$ cat config.mk
export PLATFORM = sky130hd
export DESIGN_NAME = rd_burst_sequencer
export DESIGN_NICKNAME = d
export VERILOG_FILES = /design/src/rtl/rd_burst_sequencer.sv
export SDC_FILE = /design/constraint.sdc
export NUM_CORES = 1
export LEC_CHECK = 0
export BUFFER_PORTS_ARGS = -buffer_cell sky130_fd_sc_hd__buf_4
export CORE_ASPECT_RATIO = 0.9
export CORE_MARGIN = 2
export CORE_UTILIZATION = 40
export DETAILED_ROUTE_END_ITERATION = 7
export PLACE_DENSITY = 0.66
export RECOVER_POWER = 100
export SLEW_MARGIN = 15
export SYNTH_ARGS = -nofsm -noshare
export SYNTH_HDL_FRONTEND = slang
export SYNTH_SLANG_ARGS = --single-unit
$ cat constraint.sdc
create_clock -name clock_i -period 2.65 [get_ports clock_i]
set_input_delay 0.3975 -clock clock_i [delete_from_list [all_inputs] [get_ports clock_i]]
set_output_delay 0.3975 -clock clock_i [all_outputs]
set_load 0.05 [all_outputs]
$ cat src/rtl/rd_burst_sequencer.sv
// rd_burst_sequencer: turns one CPU read request into a single DRAM read burst.
// The request is acknowledged and its burst-aligned address is issued as a command.
// After CL cycles, BL/2 captured words are assembled into one line and returned to the CPU.
// Latency: ack at T, command at T+1 (if ready), line valid at T+1+CL+BL/2.
// Backpressure: cmd_valid_o holds until cmd_ready_i, and rd_valid_o holds until rd_ready_i.
// A request made while busy_o is high is not acknowledged.
//
// Ports:
//   clock_i, reset_n_i               clock, asynchronous active-low reset
//   cpu_rd_req_i, cpu_addr_i         CPU read request and address
//   cpu_rd_ack_o                     one-cycle acceptance pulse
//   cmd_valid_o, cmd_addr_o          read command to the DRAM command path
//   cmd_ready_i                      command path accept
//   burst_data_i                     one captured DDR word per clock
//   rd_data_o, rd_valid_o            assembled burst line to the CPU
//   rd_ready_i                       CPU accept
//   busy_o                           high whenever not idle
module rd_burst_sequencer #(
  parameter int BW = 16,
  parameter int BL = 8,
  parameter int CL = 5,
  parameter int AW = 16
) (
  input  logic                   clock_i,
  input  logic                   reset_n_i,
  input  logic                   cpu_rd_req_i,
  input  logic [AW-1:0]          cpu_addr_i,
  output logic                   cpu_rd_ack_o,
  output logic                   cmd_valid_o,
  output logic [AW-1:0]          cmd_addr_o,
  input  logic                   cmd_ready_i,
  input  logic [BW-1:0]          burst_data_i,
  output logic [BW*(BL/2)-1:0]   rd_data_o,
  output logic                   rd_valid_o,
  input  logic                   rd_ready_i,
  output logic                   busy_o
);

  localparam int NW   = BL / 2;
  localparam int CMAX = (CL > NW) ? CL : NW;
  localparam int CW   = $clog2(CMAX) + 1;
  localparam int OB   = $clog2(BL);
  // Clears the address bits that select a beat within the burst.
  localparam logic [AW-1:0] ALIGN_MASK = ~AW'((1 << OB) - 1);

  typedef enum logic [2:0] {
    S_IDLE,
    S_CMD,
    S_WAIT_CL,
    S_CAPTURE,
    S_DELIVER
  } state_t;

  state_t               state_q, state_d;
  logic [CW-1:0]        lat_cnt_q, lat_cnt_d;
  logic [CW-1:0]        word_cnt_q, word_cnt_d;
  logic [AW-1:0]        addr_q, addr_d;
  logic [BW*NW-1:0]     rd_data_q, rd_data_d;

  always_ff @(posedge clock_i or negedge reset_n_i) begin
    if (!reset_n_i) begin
      state_q    <= S_IDLE;
      lat_cnt_q  <= '0;
      word_cnt_q <= '0;
      addr_q     <= '0;
      rd_data_q  <= '0;
    end else begin
      state_q    <= state_d;
      lat_cnt_q  <= lat_cnt_d;
      word_cnt_q <= word_cnt_d;
      addr_q     <= addr_d;
      rd_data_q  <= rd_data_d;
    end
  end

  always_comb begin
    state_d      = state_q;
    lat_cnt_d    = lat_cnt_q;
    word_cnt_d   = word_cnt_q;
    addr_d       = addr_q;
    rd_data_d    = rd_data_q;
    cpu_rd_ack_o = 1'b0;
    cmd_valid_o  = 1'b0;
    rd_valid_o   = 1'b0;
    busy_o       = 1'b1;

    case (state_q)
      S_IDLE: begin
        busy_o = 1'b0;
        if (cpu_rd_req_i) begin
          // The ack is combinational from IDLE. It is gated so that it stays
          // low while reset is asserted and the state is forced to IDLE.
          cpu_rd_ack_o = reset_n_i;
          addr_d       = cpu_addr_i & ALIGN_MASK;
          state_d      = S_CMD;
        end
      end

      S_CMD: begin
        cmd_valid_o = 1'b1;
        if (cmd_ready_i) begin
          lat_cnt_d  = CW'(CL - 1);
          word_cnt_d = '0;
          // With CL=1, the first word is sampled on the very next edge.
          // In that case there is nothing to wait for.
          if (CL == 1) begin
            state_d = S_CAPTURE;
          end else begin
            state_d = S_WAIT_CL;
          end
        end
      end

      S_WAIT_CL: begin
        lat_cnt_d = lat_cnt_q - CW'(1);
        // Leave while the count steps 1 -> 0.
        // This makes the first CAPTURE edge exactly CL edges after the handshake.
        if (lat_cnt_q == CW'(1)) begin
          state_d = S_CAPTURE;
        end
      end

      S_CAPTURE: begin
        for (int k = 0; k < NW; k++) begin
          if (word_cnt_q == CW'(k)) begin
            rd_data_d[BW*k +: BW] = burst_data_i;
          end
        end
        if (word_cnt_q == CW'(NW - 1)) begin
          word_cnt_d = '0;
          state_d    = S_DELIVER;
        end else begin
          word_cnt_d = word_cnt_q + CW'(1);
        end
      end

      S_DELIVER: begin
        rd_valid_o = 1'b1;
        if (rd_ready_i) begin
          state_d = S_IDLE;
        end
      end

      default: begin
        state_d = S_IDLE;
      end
    endcase
  end

  assign cmd_addr_o = addr_q;
  assign rd_data_o  = rd_data_q;

endmodule
* After elaboration in Yosys (flattened, before gate mapping) *
Cells that the tools add are included.

operators by class
  order comparisons = 0
  reduce and logical (&&, ||, !) cells = 12
  shift operators = 0
  multiply operators = 0
  div/mod/pow operators = 0
  equality and inequality tests = 13
  $add $sub $neg = 2
  bitwise logic cells = 0
  mux-type cells = 16

operator list
  cell                                                                   number
  4-bit case mux with 2 select lines                                     2
  3-bit two-way mux                                                      5
  3-bit case mux with 5 select lines                                     1
  2-bit AND reduction                                                    7
  4-bit two-way mux                                                      3
  2-bit inequality test, second input constant                           5
  4-bit by 1-bit equality test with 1-bit output, second input constant  2
  4-bit by 2-bit equality test with 1-bit output, second input constant  2
  3-bit by 2-bit equality test with 1-bit output, second input constant  2
  1-bit two-way mux                                                      5
  5-bit AND reduction                                                    1
  4-bit by 1-bit adder with 4-bit output, second input constant          1
  4-bit logical NOT                                                      1
  2-bit nonzero test                                                     2
  4-bit by 1-bit subtractor with 4-bit output, second input constant     1
  3-bit by 1-bit equality test with 1-bit output, second input constant  1
  3-bit equality test, second input constant                             1
  3-bit logical NOT                                                      1

storage, ports and cells
  bits in latches = 0
  RAM bits = 0
  memories = 0
  output and inout port bits = 84
  register bits after elaboration = 88
  logic and storage cells = 51
  memory bits (read-only) = 0

* Logic depth before layout (Yosys ltp) *
  depth in word-level cells = 3
  depth in mapped cells = 6
  gate-level depth less buffers = 5

* Least setup slack after synthesis *
OpenSTA, ideal clock, no wires.

  path kind = register to output
  start point = reg state_q[2]
  end point = out cmd_valid_o
  data arrival time = 1.669 ns
  cell stages (with the launch flop) = 3
  slack = 0.583 ns
  buffers on the path = 1
  data required time = 2.253 ns
  cells stage by stage = dfrtp_1 -> clkbuf_1 -> nor3_1

on the way
  longest elaborated chain between the ends = 2

RTL lines
  what                                            RTL line  text
  start: declaration                              54        state_t state_q, state_d;
  start signal: assignment                        68        state_q <= state_d;
  3-bit by 1-bit equality test with 1-bit output  87        case (state_q)
  1-bit two-way mux                               87
  end: declaration                                29        output logic cmd_valid_o,

Every way passes these cells.

* Worst setup path after layout *
  start point = reg state_q[2]
  end point = reg rd_data_q[61], in the netlist rd_data_o[61]

on the way
  longest elaborated chain between the ends = 2

RTL lines
  what                                            RTL line  text
  3-bit by 2-bit equality test with 1-bit output  87
  2-bit AND reduction (no line)                   --
  end signal: assignment                          72        rd_data_q <= rd_data_d;
  end: declaration                                58        logic [BW*NW-1:0] rd_data_q, rd_data_d;

Every way passes these cells.
A chain may end at the register's enable or synchronous reset.

==> results.cfg <==
[run_status]
status = completed

[sta]
post-route-period-util = 0.853
max_freq_mhz = 442
final.setup.tns_ns = 0
drv_slew = 0
setup_viol = 0
final.min_clock_period_ns = 2.26
rsz0062_at_grt = no
layout_setup_ws_ns = 0.389
hold_violations = 0
skew_ns = 0.00493
tightest_slew_ns = 1.10
slew_headroom = 0.267
hold_ws_ns = 0.241

[placement]
dp_slack_ns = 0.596
port_buffers = 114
place.gp.congestion = 0.738
dpl.hpwl_um = 5280

[floorplanning]
die_x_um = 105
coreArea_um2 = 9040
die_area_um2 = 10000
io_pins = 121
fp.dieH_um = 95.1
fp-row-count = 33
initial_utilization = 0.408

[setup_path]
ff2ff_path_depth = 4
worstSetupPathType = reg -> reg
critical_path_arrival_ns = 2.49
start_kind = flip-flop
cp_cell_sequence = nand2b_1, nor4_2, nand2_4, mux2_1
crit_buf_inv = 0
reg2reg_to = rd_data_o[61]
critical_path.top_delay_family = simple AND/OR/NAND/NOR gates
cpMaxStageDelayCell = nor4_2
cp.required_ns = 2.88
startpoint = state_q[2]
regToRegStartpoint = state_q[2]
end_kind = flip-flop
ff2ff_setup_slack_ns = 0.39
cp_max_fo = 17
cp_slowest_stage_delay_ns = 0.60

[logic_synthesis]
syn_inst = 239
synth_top_area_frac = 0.597
synth_seq_cells = 88
synth_top_area_cell = dfrtp_1
yosysSeqAreaShare = 0.597
yosysWarnings = 0
yosysMostFrequentCell = dfrtp_1
synthFlopType = dfrtp_1
synthTopCellsByCount = dfrtp_1, mux2_2, mux2_4
syn_avg_cell_area_um2 = 15.4
synth_cell_types = 35
async_reset_ff_frac = 1.00
synth-edff-count = 0
synth.area.top_cells = dfrtp_1, mux2_2, mux2_4
synth_area_um2 = 3690

[clocking]
cts.path.max_buffers = 2
cts.sinks = 88
clockRootBuffer = clkbuf_8
clk_pin_slew_ns = 0.09
htree_levels = 3
clk_latency_ns = 0.34
cts_hold_buffers = 0
cts_tree = done
cts_resized = 0
post_cts_buffers = 0
cts_made_buffers = 9

[hold_path]
hold_start = rd_ready_i
holdPathStages = 2
hold_class = in -> reg
whs_endpoint = state_q[2]

[global_routing]
grt_pass1_vias = 2348
grt_pass1_wl_um = 12300
antenna_found_initial = 0
grt_start_max_net_pins = 46
grt_overflow = 0
grt_usage = 0.158

[drt]
via_count = 2324
first_pass_iters = 4
viasPerCell = 4.76
wl_per_cell_um = 15.6
drc = 0
routed_wl_um = 7640
ant_nets = 0
drt_iter0_markers = 41

[cells_and_area]
final_net_count = 404
syn_to_final_growth_pct = 20.6
drive_gt1_frac = 0.287
diodes = 0

[flow_run]
drv_cap = 0
## state kept, by name (all words and copies together) (netlist names)
signal      flops
word_cnt_q      4
rd_data_o      64
lat_cnt_q       4
state_q         3
cmd_addr_o     13
## metrics by stage
step	cells	util	area (um2)
floorplan	241	-	3700
global placement	472	0.517	4670
detailed placement	472	0.517	4670
CTS	488	0.542	4900
global route	488	0.492	4450
finish	488	0.492	4450
## worst max-delay path by stage
stage / slack (ns) / to / cells past startpoint
after global placement: 0.63 / rd_data_o[54] / 4
after CTS: 0.49 / cpu_rd_ack_o / 5
final: 0.39 / rd_data_o[61] / 4
after global routing: 0.26 / cpu_rd_ack_o / 5
after detailed placement: 0.60 / rd_data_o[61] / 4
after floorplan: 0.58 / cmd_valid_o / 2
## placed cells by master, fill, tap and decap left out
cell type   instances
dfrtp_1            88
clkbuf_1           82
mux2_2             48
buf_4              34
mux2_1             29
clkbuf_8           10
o21ai_0             9
inv_1               8
nor3_1              6
ha_1                6
nor2_1              4
nand2_1             4
nand2b_1            3
nand2_4             3
a21oi_1             3
conb_1              3
clkinvlp_4          3
clkbuf_2            3
nand3_1             2
o22a_1              2
bufinv_16           2
or3_1               1
and2_1              1
nand3b_1            1
nor4_2              1
and3_1              1
o2bb2ai_1           1
a211o_1             1
nor2b_1             1
a32o_1              1
a32oi_1             1
xor2_1              1
a31oi_1             1
a2bb2oi_1           1
inv_6               1
## logic make-up (layout without fill, tap and decap cells)
logic type / Yosys count / in the layout / synth area share
compound gates: 20 / 20 / 0.0349
xor+xnor: 1 / 1 / 0.00237
fa+ha+maj: 6 / 6 / 0.0203
buf+inv: 18 / 143 / 0.0292
flops: 88 / 88 / 0.597
mux: 77 / 77 / 0.264
other cells: 1 / 3 / 0.00102
simple gates: 28 / 28 / 0.0512
## layer usage
layer / up-vias / track usage / wire length, um
met5: - / 0 / 0
li1: 1082 / - / -
met4: 0 / 0.0467 / 46
met1: 1176 / 0.217 / 3590
met2: 62 / 0.246 / 3590
met3: 4 / 0.0424 / 411
## area by class of cell
cell class | count | area, um2
inverter | 8 | 30.0
multi-input combinational | 135 | 1260
tap | 122 | 153
clock inverter | 6 | 91.3
clock buffer | 10 | 138
fill | 902 | 4590
timing repair buffer | 119 | 578
sequential | 88 | 2200
Power is left out: the tool's default activity adds up to more than one toggle a clock period on the data nets, which glitch-free logic cannot reach.
